$ cat src/rtl/sync_debounce_pkg.sv
// sync_debounce_pkg: shared FSM state type and default parameters for the debounce bank.
package sync_debounce_pkg;
  typedef enum logic {IDLE, PENDING} state_e;
  localparam int DEF_WIDTH           = 4;
  localparam int DEF_SYNC_STAGES     = 2;
  localparam int DEF_DEBOUNCE_CYCLES = 8;
  localparam int DEF_GLITCH_W        = 8;
endpackage

$ cat src/rtl/debounce_chan.sv
// debounce_chan: one channel of synchronizer, debounce FSM and edge pulses.
// Optional saturating glitch counter when GLITCH_CNT_EN is defined.
module debounce_chan
  import sync_debounce_pkg::*;
#(
  parameter int SYNC_STAGES     = DEF_SYNC_STAGES,
  parameter int DEBOUNCE_CYCLES = DEF_DEBOUNCE_CYCLES
`ifdef GLITCH_CNT_EN
  , parameter int GLITCH_W      = DEF_GLITCH_W
`endif
) (
  input  logic clk,
  input  logic rst_n,
  input  logic din,
  output logic dout,
  output logic rise,
  output logic fall
`ifdef GLITCH_CNT_EN
  , output logic [GLITCH_W-1:0] glitch_cnt
`endif
);
  localparam int CNT_W = $clog2(DEBOUNCE_CYCLES + 1);
  localparam logic [CNT_W-1:0] LAST = CNT_W'(DEBOUNCE_CYCLES - 1);
  logic [SYNC_STAGES-1:0] sync_q, sync_d;
  state_e state_q, state_d;
  logic [CNT_W-1:0] cnt_q, cnt_d;
  logic dout_q, dout_d, rise_q, rise_d, fall_q, fall_d, s;
  assign s = sync_q[SYNC_STAGES-1];
  assign sync_d = {sync_q[SYNC_STAGES-2:0], din};
  always_comb begin
    state_d = state_q;
    cnt_d   = cnt_q;
    dout_d  = dout_q;
    case (state_q)
      IDLE: begin
        cnt_d = '0;
        if (s != dout_q) begin
          if (DEBOUNCE_CYCLES == 1) dout_d = s;
          else begin
            state_d = PENDING;
            cnt_d   = CNT_W'(1);
          end
        end
      end
      default: begin
        state_d = (s == dout_q || cnt_q == LAST) ? IDLE : PENDING;
        cnt_d   = (s == dout_q || cnt_q == LAST) ? '0 : cnt_q + CNT_W'(1);
        dout_d  = (s != dout_q && cnt_q == LAST) ? s : dout_q;
      end
    endcase
    rise_d = dout_d & ~dout_q;
    fall_d = ~dout_d & dout_q;
  end
  always_ff @(posedge clk or negedge rst_n) begin
    if (!rst_n) begin
      sync_q  <= '0;
      state_q <= IDLE;
      cnt_q   <= '0;
      dout_q  <= 1'b0;
      rise_q  <= 1'b0;
      fall_q  <= 1'b0;
    end else begin
      sync_q  <= sync_d;
      state_q <= state_d;
      cnt_q   <= cnt_d;
      dout_q  <= dout_d;
      rise_q  <= rise_d;
      fall_q  <= fall_d;
    end
  end
  assign dout = dout_q;
  assign rise = rise_q;
  assign fall = fall_q;
`ifdef GLITCH_CNT_EN
  // An abort is a PENDING cycle where the synchronized level fell back to dout.
  logic abort;
  logic [GLITCH_W-1:0] glitch_q, glitch_d;
  assign abort = (state_q == PENDING) && (s == dout_q);
  always_comb glitch_d = (abort && glitch_q != '1) ? glitch_q + GLITCH_W'(1) : glitch_q;
  always_ff @(posedge clk or negedge rst_n) begin
    if (!rst_n) glitch_q <= '0;
    else glitch_q <= glitch_d;
  end
  assign glitch_cnt = glitch_q;
`endif
endmodule

$ cat src/rtl/sync_debounce_bank.sv
// sync_debounce_bank: WIDTH independent debounce channels for asynchronous board inputs.
// Define GLITCH_CNT_EN to add per-channel saturating rejected-glitch counters.
module sync_debounce_bank
  import sync_debounce_pkg::*;
#(
  parameter int WIDTH           = DEF_WIDTH,
  parameter int SYNC_STAGES     = DEF_SYNC_STAGES,
  parameter int DEBOUNCE_CYCLES = DEF_DEBOUNCE_CYCLES
`ifdef GLITCH_CNT_EN
  , parameter int GLITCH_W      = DEF_GLITCH_W
`endif
) (
  input  logic             clk,
  input  logic             rst_n,
  input  logic [WIDTH-1:0] din,
  output logic [WIDTH-1:0] dout,
  output logic [WIDTH-1:0] rise,
  output logic [WIDTH-1:0] fall
`ifdef GLITCH_CNT_EN
  , output logic [WIDTH*GLITCH_W-1:0] glitch_cnt
`endif
);
  for (genvar i = 0; i < WIDTH; i++) begin : g_chan
    debounce_chan #(
      .SYNC_STAGES(SYNC_STAGES),
      .DEBOUNCE_CYCLES(DEBOUNCE_CYCLES)
`ifdef GLITCH_CNT_EN
      , .GLITCH_W(GLITCH_W)
`endif
    ) u_chan (
      .clk(clk),
      .rst_n(rst_n),
      .din(din[i]),
      .dout(dout[i]),
      .rise(rise[i]),
      .fall(fall[i])
`ifdef GLITCH_CNT_EN
      , .glitch_cnt(glitch_cnt[i*GLITCH_W +: GLITCH_W])
`endif
    );
  end
endmodule

$ cat config.mk
export PLATFORM = sky130hd
export DESIGN_NAME = sync_debounce_bank
export DESIGN_NICKNAME = d
export VERILOG_FILES = /design/src/rtl/sync_debounce_pkg.sv /design/src/rtl/debounce_chan.sv /design/src/rtl/sync_debounce_bank.sv
export SDC_FILE = /design/constraint.sdc
export NUM_CORES = 1
export LEC_CHECK = 0
export BUFFER_PORTS_ARGS = -buffer_cell sky130_fd_sc_hd__buf_2
export CORE_MARGIN = 2
export CORE_UTILIZATION = 57
export DETAILED_ROUTE_END_ITERATION = 8
export HOLD_SLACK_MARGIN = 0.12
export PLACE_DENSITY = 0.84
export SYNTH_ARGS = -nofsm -noshare
export SYNTH_HDL_FRONTEND = slang
export SYNTH_SLANG_ARGS = --single-unit
$ cat constraint.sdc
create_clock -name clk -period 3.7 [get_ports clk]
set_clock_uncertainty 0.05 [all_clocks]
set_input_delay 0.925 -clock clk [delete_from_list [all_inputs] [get_ports clk]]
set_output_delay 0.925 -clock clk [all_outputs]
set_load 0.01 [all_outputs]
==> results of run 1 <==
[power groups by stage]
| stage | sequential [uW] | combinational, uW | clock (uW) |
|---|---|---|---|
| final | 464 | 37.9 | 311 |
| after global routing | 466 | 43.5 | 340 |
| after CTS | 464 | 39.2 | 318 |
| after detailed placement | 472 | 38.8 | 0 |
| after global placement | 471 | 36.2 | 0 |
| after floorplan | 470 | 24.1 | 0 |
[cells in the final DEF (no fill, tap or decap)]
master                       n
sky130_fd_sc_hd__nor3b_1     8
sky130_fd_sc_hd__xnor2_1     4
sky130_fd_sc_hd__o21ai_0     4
sky130_fd_sc_hd__bufinv_16   1
sky130_fd_sc_hd__mux2_4      4
sky130_fd_sc_hd__ha_1        4
sky130_fd_sc_hd__nand2_1     8
sky130_fd_sc_hd__nand4b_2    3
sky130_fd_sc_hd__nor2_1     16
sky130_fd_sc_hd__nand3_1     4
sky130_fd_sc_hd__mux2i_1     4
sky130_fd_sc_hd__xor2_1      4
sky130_fd_sc_hd__nand4b_4    1
sky130_fd_sc_hd__clkbuf_4    5
sky130_fd_sc_hd__dfrtp_1    40
sky130_fd_sc_hd__buf_2      17
sky130_fd_sc_hd__and2_4      4
sky130_fd_sc_hd__a21boi_4    4
sky130_fd_sc_hd__clkbuf_8    2
[synth_stat cells (all sizes together)]
master   n  area (um^2)
a21boi   4         75.1
mux2     4         60.1
dfrtp   40         1000
nor3b    8         60.1
nor2    16         60.1
xnor2    4         35.0
nand2    8         30.0
buf     12         90.1
nand4b   4         68.8
o21ai    4         20.0
mux2i    4         40.0
and2     4         35.0
ha       4         50.1
xor2     4         35.0
nand3    4         20.0
[worst min path at each step]
stage	startpoint	endpoint	cells past startpoint
global route	g_chan[1].u_chan.sync_q[0]	g_chan[1].u_chan.sync_q[1]	0
CTS	g_chan[1].u_chan.sync_q[0]	g_chan[1].u_chan.sync_q[1]	0
detailed placement	g_chan[1].u_chan.sync_q[0]	g_chan[1].u_chan.sync_q[1]	0
floorplan	g_chan[0].u_chan.sync_q[0]	g_chan[0].u_chan.sync_q[1]	0
finish	g_chan[1].u_chan.sync_q[0]	g_chan[1].u_chan.sync_q[1]	0
global placement	g_chan[1].u_chan.sync_q[0]	g_chan[1].u_chan.sync_q[1]	0
[kinds of logic (layout without fill, tap and decap cells)]
kind of cell,Yosys count,in the layout,share of synthesized area
xor gates and xnor gates,8,8,0.0417
DFF,40,40,0.596
buffers and inverters,12,25,0.0536
and+or+nand+nor,44,44,0.163
muxes,8,8,0.0596
adders and majority gates,4,4,0.0298
AOI/OAI and AO/OA,8,8,0.0566
[worst register-to-register path, stage by stage (launching register included)]
cell,delay [ns]
sky130_fd_sc_hd__dfrtp_1,0.44
sky130_fd_sc_hd__ha_1,0.28
sky130_fd_sc_hd__nand4b_2,0.19
sky130_fd_sc_hd__and2_4,0.21
sky130_fd_sc_hd__a21boi_4,0.12
[metal layers]
layer / routed length (um) / GRT usage / vias up / share of wire
met1: 905 / 0.173 / 451 / 0.38
met2: 1310 / 0.291 / 20 / 0.55
met5: 0 / 0 / - / 0
met3: 124 / 0.0681 / 7 / 0.052
met4: 58 / 0.0963 / 0 / 0.024
li1: - / - / 426 / -
[sequential cells by signal, summed over array words and instances (netlist names)]
register,flops
g_chan.u_chan.cnt_q,16
g_chan.u_chan.rise,4
g_chan.u_chan.sync_q,8
g_chan.u_chan.state_q,4
g_chan.u_chan.fall,4
g_chan.u_chan.dout,4
[per-stage QoR]
| step | setup WS [ns] | hold slack (ns) |
|---|---|---|
| 5_1_grt | 1.73 | 0.321 |
| 4_1_cts | 1.76 | 0.310 |
| 3_5_place_dp | 2.03 | 0.286 |
| 3_3_place_gp | 2.05 | 0.282 |
| 6_report | 1.78 | 0.306 |
| 2_1_floorplan | 2.19 | 0.281 |
[area by class of cell]
| cell class | instances | area [um^2] |
|---|---|---|
| fill | 215 | 972 |
| tap | 31 | 38.8 |
| multi-input combinational | 72 | 589 |
| clock buffer | 7 | 65.1 |
| clock inverter | 1 | 30.0 |
| sequential | 40 | 1000 |
| timing repair buffer | 17 | 85.1 |
==> results by group, run 1 <==
Power
  – Sequential share of power: 0.570
  – Total power: roughly 810 uW
  – Internal power contribution: 647 uW
  – Share of power burned in combinational logic: 0.047
  – Switching power of the nets: about 170 uW
  – VDD IR max: 414 uV
  – Share of total power in the clock network: 0.383
  – Share of total power consumed by net switching: 0.204
  – Leak: between 0.0009 and 0.001 uW
  – Power density cells: 449 mW/mm^2

Route
  – Number of nets with antenna violations after routing: 0
  – DRT Pass-1 Iters: 3
  – Remaining design rule violation count: 0
  – DR vias: 904
  – Post-DR vias/cell: 5.38
  – Wirelength, routed: approximately 2.4 mm
  – Routed wire per std cell: ~14 um
  – Violation count after the first detailed-route iteration: 7

Yosys
  – Area of the mapped netlist: 0.00168 mm^2
  – Number of distinct library cells after synthesis: 16
  – Sequential area share after synthesis: 0.596
  – Syn Area/Cell: 13.6 um^2
  – Yosys synthesis warning count: 0
  – Gate count of the mapped netlist: 124
  – Number of nets produced by synthesis: 134
  – Number of register bits inferred by synthesis: 40

Setup path
  – R2r setup slk: ~2.3 ns
  – Critical path peak fanout: 5
  – Total buffers and inverters traversed by the critical path: 1
  – R2r startpoint: g_chan[0].u_chan.cnt_q[0]
  – Class of the most critical setup path: reg -> out
  – Required arrival time at the worst endpoint: about 2.7 ns
  – CP arrival: approximately 0.95 ns
  – Crit end category: output port
  – Slowest cell delay on critical path: 0.44 ns
  – Top Family by Delay on Critical Path: flip-flops
  – Setup crit end: dout[3]
  – Slowest CP cell: sky130_fd_sc_hd__dfrtp_1
  – Reg2reg end: g_chan[0].u_chan.cnt_q[0]
  – FF-to-FF path depth: 4
  – Worst Setup SP: g_chan[3].u_chan.dout
  – Depth of the critical timing path with buffers and inverters included: 1
  – CP Cell Sequence: buf_2
  – Sort of element at the start of the critical path: register

Timing
  – Post-route fraction of the period consumed by the critical path: 0.520
  – Worst-Margin Slew: 0.804 ns
  – Number of endpoints failing setup at the final stage: 0
  – Setup repair after global routing missed its margin: false
  – Max Clock Freq: 520 MHz
  – Final Max Slew Viols: 0
  – Minimum clock period after layout: 1.92 ns
  – Headroom to the max-slew limit: 0.464
  – Sum of negative setup slack: 0 ns
  – Number of hold violations in the final report: 0

Floorplanning
  – Initial Util: 0.604
  – Row count: 19
  – Die Span Y: ~60 um
  – Core Region: approximately 0.0028 mm^2
  – Full die area: 0.00340 mm^2
  – Num ports: 18
  – Width of the die: 58.3 um

Clocking
  – H-Tree Depth: 2
  – Number of gates resized after CTS: 0
  – Number of setup buffers added after CTS: 0
  – TritonCTS clock tree: done
  – CTS hold repair buffers: 0
  – Clock slew seen by the registers of the worst setup and hold paths: 0.11 ns
  – Clock net sink count: 40
  – Clock tree buffer depth: 2
  – Latest clock arrival within the worst-skew pair: 0.35 ns
  – Number of buffers inserted during clock tree synthesis: 5
  – Clk Tree Root Cell: sky130_fd_sc_hd__clkbuf_4

Global routing
  – Vias in the first global route: approximately 1000
  – Antenna violations before repair: 0
  – Pin count of the biggest net entering global routing: between 40 and 50
  – Overflow left after global routing: 0
  – Wire length of the first global-routing pass: roughly 4.2 mm
  – Overall track demand over capacity in global routing: 0.169

Layout
  – Final standard cell area without fillers: around 0.0018 mm^2
  – Share of post-route cells with drive strength above 1: 0.299
  – Final std cells w/o fill: about 170
  – Growth of design area from synthesis to finish: 7.67%
  – Utilization after layout: 0.650
  – Count of inserted antenna diode cells: 0
  – Nets: ~150

Status
  – Result of the run: completed

Placed design
  – Number of placed cells counting well taps: 160
  – Area post-placement: around 0.0017 mm^2
  – Global placer's final weighted congestion: ~0.7
  – Detailed placement HPWL: 1.73 mm
  – Port bufs: 17

Job
  – Count of max-cap constraint violations: 0

Hold path
  – Path category of the worst min-delay check: reg -> reg
Power figures use the tool's default switching activity.
==> run 2: changes to the inputs <==
--- a/config.mk
+++ b/config.mk
@@ -7,10 +7,10 @@
 export LEC_CHECK = 0
 export BUFFER_PORTS_ARGS = -buffer_cell sky130_fd_sc_hd__buf_2
 export CORE_MARGIN = 2
-export CORE_UTILIZATION = 57
+export CORE_UTILIZATION = 56
 export DETAILED_ROUTE_END_ITERATION = 8
 export HOLD_SLACK_MARGIN = 0.12
-export PLACE_DENSITY = 0.84
+export PLACE_DENSITY = 0.83
 export SYNTH_ARGS = -nofsm -noshare
 export SYNTH_HDL_FRONTEND = slang
 export SYNTH_SLANG_ARGS = --single-unit
==> constraint.sdc (replaced) <==
create_clock -name clk -period 1.8 [get_ports clk]
set_clock_uncertainty 0.05 [all_clocks]
set_input_delay 0.45 -clock clk [delete_from_list [all_inputs] [get_ports clk]]
set_output_delay 0.45 -clock clk [all_outputs]
set_load 0.01 [all_outputs]
==> results by group, run 2 (synthesized netlist as in run 1, its figures left out) <==
Status
  – Result of the run: finished, violations left (was completed)
  – Violations in the final reports: DRC

Timing
  – Minimum clock period after layout: 1.45 ns
  – Final Max Slew Viols: 0 (unchanged)
  – Headroom to the max-slew limit: 0.680 (was 0.464)
  – Post-route fraction of the period consumed by the critical path: 0.805
  – Number of endpoints failing setup at the final stage: 0 (unchanged)
  – Sum of negative setup slack: 0 ns (unchanged)
  – Max Clock Freq: between 600 and 700 MHz
  – Number of hold violations in the final report: 0 (unchanged)
  – Worst-Margin Slew: 0.479 ns (was 0.804 ns)
  – Hold Worst Slack: 0.151 ns (was 0.306 ns)
  – Setup repair after global routing missed its margin: false (unchanged)

Floorplanning
  – Row count: 19 (unchanged)
  – Die Span Y: 58.8 um (was 58.3 um)
  – Num ports: 18 (unchanged)
  – Initial Util: 0.599 (was 0.604)
  – Width of the die: 58.8 um (was 58.3 um)
  – Core Region: 0.00281 mm^2 (was 0.00278 mm^2)
  – Full die area: 0.00346 mm^2 (was 0.00340 mm^2)

Placed design
  – Port bufs: 17 (unchanged)
  – Global placer's final weighted congestion: 0.744 (was 0.698)
  – Area post-placement: 0.00173 mm^2 (was 0.00171 mm^2)
  – Detailed placement HPWL: 1.72 mm (was 1.73 mm)

Clocking
  – Clock net sink count: 40 (unchanged)
  – Clock slew seen by the registers of the worst setup and hold paths: 0.11 ns (about the same)
  – Clock tree buffer depth: 2 (unchanged)
  – Number of buffers inserted during clock tree synthesis: 5 (unchanged)
  – Number of setup buffers added after CTS: 0 (unchanged)
  – H-Tree Depth: 2 (unchanged)
  – Clk Tree Root Cell: sky130_fd_sc_hd__clkbuf_4 (unchanged)
  – Number of gates resized after CTS: 0 (unchanged)
  – TritonCTS clock tree: done (unchanged)
  – Latest clock arrival within the worst-skew pair: 0.34 ns (was 0.35 ns)

Setup path
  – FF-to-FF path depth: 4 (unchanged)
  – Top Family by Delay on Critical Path: flip-flops (unchanged)
  – Sort of element at the start of the critical path: register (unchanged)
  – Setup crit end: dout[2] (was dout[3])
  – Critical path peak fanout: 5 (unchanged)
  – CP arrival: 0.95 ns (about the same)
  – Worst Setup SP: g_chan[2].u_chan.dout (was g_chan[3].u_chan.dout)
  – Required arrival time at the worst endpoint: 1.30 ns (was 2.72 ns)
  – Depth of the critical timing path with buffers and inverters included: 1 (unchanged)
  – Reg2reg end: g_chan[2].u_chan.cnt_q[0] (was g_chan[0].u_chan.cnt_q[0])
  – Slowest cell delay on critical path: 0.45 ns (was 0.44 ns)
  – R2r startpoint: g_chan[2].u_chan.cnt_q[0] (was g_chan[0].u_chan.cnt_q[0])
  – Slowest CP cell: sky130_fd_sc_hd__dfrtp_1 (unchanged)
  – Total buffers and inverters traversed by the critical path: 1 (unchanged)
  – CP Cell Sequence: buf_2 (unchanged)
  – R2r setup slk: 0.40 ns (was 2.31 ns)
  – Class of the most critical setup path: reg -> out (unchanged)
  – Crit end category: output port (unchanged)

Layout
  – Utilization after layout: 0.653 (was 0.650)
  – Share of post-route cells with drive strength above 1: 0.293 (was 0.299)
  – Nets: 149 (was 146)
  – Count of inserted antenna diode cells: 0 (unchanged)
  – Filler instances: 216 (was 215)
  – Growth of design area from synthesis to finish: 8.94% (was 7.67%)
  – Most frequent cells in the layout: sky130_fd_sc_hd__dfrtp_1, sky130_fd_sc_hd__buf_2, sky130_fd_sc_hd__nor2_1 (unchanged)
  – Regs by FF count: g_chan.u_chan.cnt_q (16), g_chan.u_chan.sync_q (8) (unchanged)
  – Largest Register: g_chan.u_chan.cnt_q (unchanged)
  – Flip-flop count of the largest register after layout: 16 (unchanged)
  – Final standard cell area without fillers: 0.00183 mm^2 (was 0.00181 mm^2)
  – Most common cell after layout, fill and taps aside: sky130_fd_sc_hd__dfrtp_1 (unchanged)

Route
  – Wirelength, routed: 2.31 mm (was 2.39 mm)
  – Routed wire per std cell: 13.5 um (was 14.2 um)
  – WL met2: 1.21 mm (was 1.31 mm)
  – Post-DR vias/cell: 5.31 (was 5.38)
  – Remaining design rule violation count: 1 (was 0)
  – DR vias: 908 (was 904)
  – Violation count after the first detailed-route iteration: 5 (was 7)
  – Met3 Wirelength: 111 um (was 124 um)
  – DRT Pass-1 Iters: 6 (was 3)
  – Number of nets with antenna violations after routing: 0 (unchanged)
  – Top Layer Used: met4 (unchanged)
  – Metal1 wirelength: 946 um (was 905 um)

Power
  – Switching power of the nets: 344 uW (was 166 uW)
  – Sequential share of power: 0.594 (was 0.570)
  – Share of total power in the clock network: 0.353 (was 0.383)
  – Share of power burned in combinational logic: 0.053 (was 0.047)
  – Share of total power consumed by net switching: 0.214 (was 0.204)
  – Total power: 1600 uW (was 813 uW)
  – Leak: 0.00100 uW (was 0.000996 uW)
  – Internal power contribution: 1260 uW (was 647 uW)
  – Power density cells: 876 mW/mm^2 (was 449 mW/mm^2)
  – VDD IR max: 627 uV (was 414 uV)

Hold path
  – Path category of the worst min-delay check: in -> reg (was reg -> reg)
  – Worst hold path startpoint: din[2] (was g_chan[1].u_chan.sync_q[0])
  – Cell depth of the worst min-delay path: 1 (was 0)

Global routing
  – Wire length of the first global-routing pass: 4.18 mm (was 4.17 mm)
  – Vias in the first global route: 987 (was 1001)
  – Antenna violations before repair: 0 (unchanged)
  – Pin count of the biggest net entering global routing: 22 (was 41)
  – Overall track demand over capacity in global routing: 0.169 (about the same)
  – Overflow left after global routing: 0 (unchanged)

Job
  – Count of max-cap constraint violations: 0 (unchanged)
[run 2: changes by cell type in the layout (fill, tap and decap cells not counted), sizes merged]
cell / previous run / this run
dlygate4sd3: 0 / 2
clkbuf: 7 / 6
clkinv: 0 / 1
buf: 17 / 18
[run 2: layer usage]
layer  up-vias  global-route usage
li1        436                   -
met1       450               0.177
met2        16               0.302
met3         6              0.0725
met4         0              0.0584
met5         -                   0
[run 2: cell type report]
cell class	count	area, um^2	area share
clock inverters	2	35.0	0.0191
multi-input cells	72	589	0.322
clock buffers	6	41.3	0.0226
well taps	31	38.8	0.0212
repair buffers	20	125	0.0684
flip-flops and latches	40	1000	0.547
[run 2: timing repair]
| item | in CTS | in global routing |
|---|---|---|
| hold endpoints to repair | 19 | 1 |
| endpoints found under the setup margin | 0 | 0 |
| hold buffers | 1 | 1 |
[run 2: worst register-to-register path, delay by kind of cell, from the launching register on]
family,cells,cell delay (ns)
DFF,1,0.45
AOI/OAI and AO/OA,1,0.13
and+or+nand+nor,2,0.38
adders and majority gates,1,0.28
[run 2: per-stage QoR]
step                instances  setup WS [ns]
floorplan                 124          0.528
global placement          161          0.469
detailed placement        161          0.436
CTS                       170          0.327
global route              171          0.280
finish                    171          0.352
[run 2: power groups by stage]
stage	clock, uW	sequential (uW)	combinational, uW
3_5_place_dp	0	970	85.0
5_1_grt	634	957	97.6
4_1_cts	587	953	86.5
2_1_floorplan	0	965	49.5
3_3_place_gp	0	968	80.1
6_report	566	952	85.4
[run 2: how the worst min path moves through the flow]
stage                                 end
2_1_floorplan   g_chan[0].u_chan.cnt_q[0]
3_3_place_gp   g_chan[2].u_chan.sync_q[1]
3_5_place_dp   g_chan[0].u_chan.sync_q[1]
4_1_cts        g_chan[2].u_chan.sync_q[0]
5_1_grt        g_chan[2].u_chan.sync_q[0]
6_report       g_chan[2].u_chan.sync_q[0]
==> run 3: changes to the inputs <==
--- a/config.mk
+++ b/config.mk
@@ -7,10 +7,10 @@
 export LEC_CHECK = 0
 export BUFFER_PORTS_ARGS = -buffer_cell sky130_fd_sc_hd__buf_2
 export CORE_MARGIN = 2
-export CORE_UTILIZATION = 56
+export CORE_UTILIZATION = 51
 export DETAILED_ROUTE_END_ITERATION = 8
 export HOLD_SLACK_MARGIN = 0.12
-export PLACE_DENSITY = 0.83
+export PLACE_DENSITY = 0.8
 export SYNTH_ARGS = -nofsm -noshare
 export SYNTH_HDL_FRONTEND = slang
 export SYNTH_SLANG_ARGS = --single-unit
==> constraint.sdc (replaced) <==
create_clock -name clk -period 1.3 [get_ports clk]
set_clock_uncertainty 0.05 [all_clocks]
set_input_delay 0.325 -clock clk [delete_from_list [all_inputs] [get_ports clk]]
set_output_delay 0.325 -clock clk [all_outputs]
set_load 0.01 [all_outputs]
==> results by group, run 3 (synthesized netlist as in run 1, its figures left out) <==
Setup path
  – Depth of the critical timing path with buffers and inverters included: 1 (unchanged)
  – Required arrival time at the worst endpoint: 0.93 ns (was 1.30 ns)
  – R2r startpoint: g_chan[0].u_chan.cnt_q[0] (was g_chan[2].u_chan.cnt_q[0])
  – Sort of element at the start of the critical path: register (unchanged)
  – Reg2reg end: g_chan[0].u_chan.dout (was g_chan[2].u_chan.cnt_q[0])
  – CP arrival: 0.88 ns (was 0.95 ns)
  – Critical path peak fanout: 2 (was 5)
  – Slowest CP cell: sky130_fd_sc_hd__dfrtp_1 (unchanged)
  – Class of the most critical setup path: reg -> out (unchanged)
  – Total buffers and inverters traversed by the critical path: 1 (unchanged)
  – CP Cell Sequence: buf_2 (unchanged)
  – R2r setup slk: 0.05 ns (was 0.40 ns)
  – Crit end category: output port (unchanged)
  – Top Family by Delay on Critical Path: flip-flops (unchanged)
  – Worst Setup SP: g_chan[3].u_chan.dout (was g_chan[2].u_chan.dout)
  – Setup crit end: dout[3] (was dout[2])
  – FF-to-FF path depth: 3 (was 4)
  – Slowest cell delay on critical path: 0.40 ns (was 0.45 ns)

Layout
  – Filler instances: 259 (was 216)
  – Share of post-route cells with drive strength above 1: 0.348 (was 0.293)
  – Largest Register: g_chan.u_chan.cnt_q (unchanged)
  – Utilization after layout: 0.632 (was 0.653)
  – Flip-flop count of the largest register after layout: 16 (unchanged)
  – Sequential cell area: 0.00100 mm^2 (unchanged)
  – Multi-input logic area: 598 um^2 (was 589 um^2)
  – Nets: 164 (was 149)
  – Most common cell after layout, fill and taps aside: sky130_fd_sc_hd__dfrtp_1 (unchanged)
  – Count of inserted antenna diode cells: 0 (unchanged)
  – Growth of design area from synthesis to finish: 16.7% (was 8.94%)
  – Most frequent cells in the layout: sky130_fd_sc_hd__dfrtp_1, sky130_fd_sc_hd__buf_2, sky130_fd_sc_hd__nor2_1 (unchanged)
  – Regs by FF count: g_chan.u_chan.cnt_q (16), g_chan.u_chan.sync_q (8) (unchanged)

Timing
  – Final Max Slew Viols: 0 (unchanged)
  – Post-route fraction of the period consumed by the critical path: 0.968
  – Minimum clock period after layout: 1.26 ns
  – Number of endpoints failing setup at the final stage: 0 (unchanged)
  – Number of hold violations in the final report: 0 (unchanged)
  – Worst-Margin Slew: 0.214 ns (was 0.479 ns)
  – Final critical-path setup slack: 0.0416 ns (was 0.352 ns)
  – Max Clock Freq: 795 MHz
  – Setup repair after global routing missed its margin: true (was false)
  – Headroom to the max-slew limit: 0.858 (was 0.680)
  – Hold Worst Slack: 0.309 ns (was 0.151 ns)

Power
  – Power density cells: 1070 mW/mm^2 (was 876 mW/mm^2)
  – Leak: 0.00110 uW (was 0.00100 uW)
  – VDD IR max: 576 uV (was 627 uV)

Clocking
  – Clk Tree Root Cell: sky130_fd_sc_hd__clkbuf_4 (unchanged)
  – Latest clock arrival within the worst-skew pair: 0.34 ns (about the same)
  – Clock tree buffer depth: 2 (unchanged)
  – H-Tree Depth: 2 (unchanged)
  – TritonCTS clock tree: done (unchanged)
  – Clock net sink count: 40 (unchanged)
  – Clock slew seen by the registers of the worst setup and hold paths: 0.11 ns (about the same)
  – Number of buffers inserted during clock tree synthesis: 5 (unchanged)

Global routing
  – Overall track demand over capacity in global routing: 0.156 (was 0.169)
  – Vias in the first global route: 978 (was 987)
  – Pin count of the biggest net entering global routing: 41 (was 22)
  – Overflow left after global routing: 0 (unchanged)
  – Wire length of the first global-routing pass: 4.12 mm (was 4.18 mm)
  – Antenna violations before repair: 0 (unchanged)

Route
  – Number of nets with antenna violations after routing: 0 (unchanged)
  – DR vias: 956 (was 908)
  – Remaining design rule violation count: 0 (was 1)
  – DRT Pass-1 Iters: 4 (was 6)
  – Wirelength, routed: 2.38 mm (was 2.31 mm)
  – Violation count after the first detailed-route iteration: 32 (was 5)
  – Routed wire per std cell: 11.9 um (was 13.5 um)
  – Post-DR vias/cell: 4.80 (was 5.31)

Hold path
  – Cell depth of the worst min-delay path: 0 (was 1)
  – Path category of the worst min-delay check: reg -> reg (was in -> reg)

Placed design
  – Detailed placement HPWL: 1.65 mm (was 1.72 mm)
  – Global placer's final weighted congestion: 0.692 (was 0.744)
  – Worst setup slack after placement: 0.0524 ns (was 0.436 ns)
  – Port bufs: 17 (unchanged)

Floorplanning
  – Full die area: 0.00377 mm^2 (was 0.00346 mm^2)
  – Initial Util: 0.542 (was 0.599)
  – Core Region: 0.00310 mm^2 (was 0.00281 mm^2)
  – Width of the die: 61.4 um (was 58.8 um)
  – Die Span Y: 61.4 um (was 58.8 um)
  – Num ports: 18 (unchanged)
  – Row count: 20 (was 19)

Job
  – Count of max-cap constraint violations: 0 (unchanged)

Status
  – Result of the run: completed (was finished, violations left)
## run 3: changes by cell type in the layout (fill, tap and decap cells not counted)
cell                            before  now
sky130_fd_sc_hd__clkbuf_8            0    1
sky130_fd_sc_hd__dlygate4sd3_1       2    5
sky130_fd_sc_hd__buf_4               0   12
sky130_fd_sc_hd__bufinv_16           1    0
sky130_fd_sc_hd__nand4b_2            3    2
sky130_fd_sc_hd__clkinv_2            1    2
sky130_fd_sc_hd__nand4b_4            1    2
sky130_fd_sc_hd__clkbuf_1            1    0
## run 3: how the worst min path moves through the flow
| stage | startpoint | endpoint | slack, ns |
|---|---|---|---|
| after floorplan | rst_n | g_chan[0].u_chan.cnt_q[0] | -0.02 |
| after global placement | rst_n | g_chan[1].u_chan.cnt_q[2] | 0.26 |
| after detailed placement | rst_n | g_chan[1].u_chan.cnt_q[2] | 0.26 |
| after CTS | g_chan[1].u_chan.sync_q[0] | g_chan[1].u_chan.sync_q[1] | 0.31 |
| after global routing | g_chan[1].u_chan.sync_q[0] | g_chan[1].u_chan.sync_q[1] | 0.32 |
| final | g_chan[2].u_chan.sync_q[0] | g_chan[2].u_chan.sync_q[1] | 0.31 |
## run 3: cell type report
| cell class | instances | area share |
|---|---|---|
| clock buffer | 6 | 0.0262 |
| clock inverter | 2 | 0.00511 |
| multi-input combinational | 72 | 0.305 |
| sequential | 40 | 0.511 |
| tap | 44 | 0.0281 |
| timing repair buffer | 35 | 0.125 |
## run 3: power breakdown
group | switching (uW) | internal, uW | leakage, uW
logic | 71.6 | 82.3 | 0.000537
registers | 31.0 | 1280 | 0.000522
clock network | 382 | 257 | 0.0000380
total | 485 | 1620 | 0.00110
## run 3: what timing repair did
| item | CTS | global route |
|---|---|---|
| setup buffers | 4 | 0 |
| endpoints found under the hold margin | 44 | 0 |
| gates resized for setup | 0 | 1 |
| setup endpoints to repair | 4 | 4 |
| hold buffers | 5 | 0 |
## run 3: stage by stage
step | cell area [um^2] | total power (uW) | std cells | setup TNS (ns)
2_1_floorplan | 1680 | 1400 | 124 | 0
6_report | 1960 | 2100 | 199 | 0
5_1_grt | 1960 | 2220 | 199 | -0.0193
3_5_place_dp | 1810 | 1480 | 182 | 0
4_1_cts | 1950 | 2140 | 199 | 0
3_3_place_gp | 1810 | 1470 | 182 | 0
## run 3: routing by layer
| metal | part of all wire | wire (um) | GRT usage | vias up |
|---|---|---|---|---|
| met5 | 0 | 0 | 0 | - |
| met4 | 0.019 | 46 | 0.0729 | 0 |
| met3 | 0.044 | 104 | 0.0567 | 6 |
| met2 | 0.51 | 1220 | 0.260 | 20 |
| met1 | 0.42 | 1000 | 0.179 | 465 |
| li1 | - | - | - | 465 |
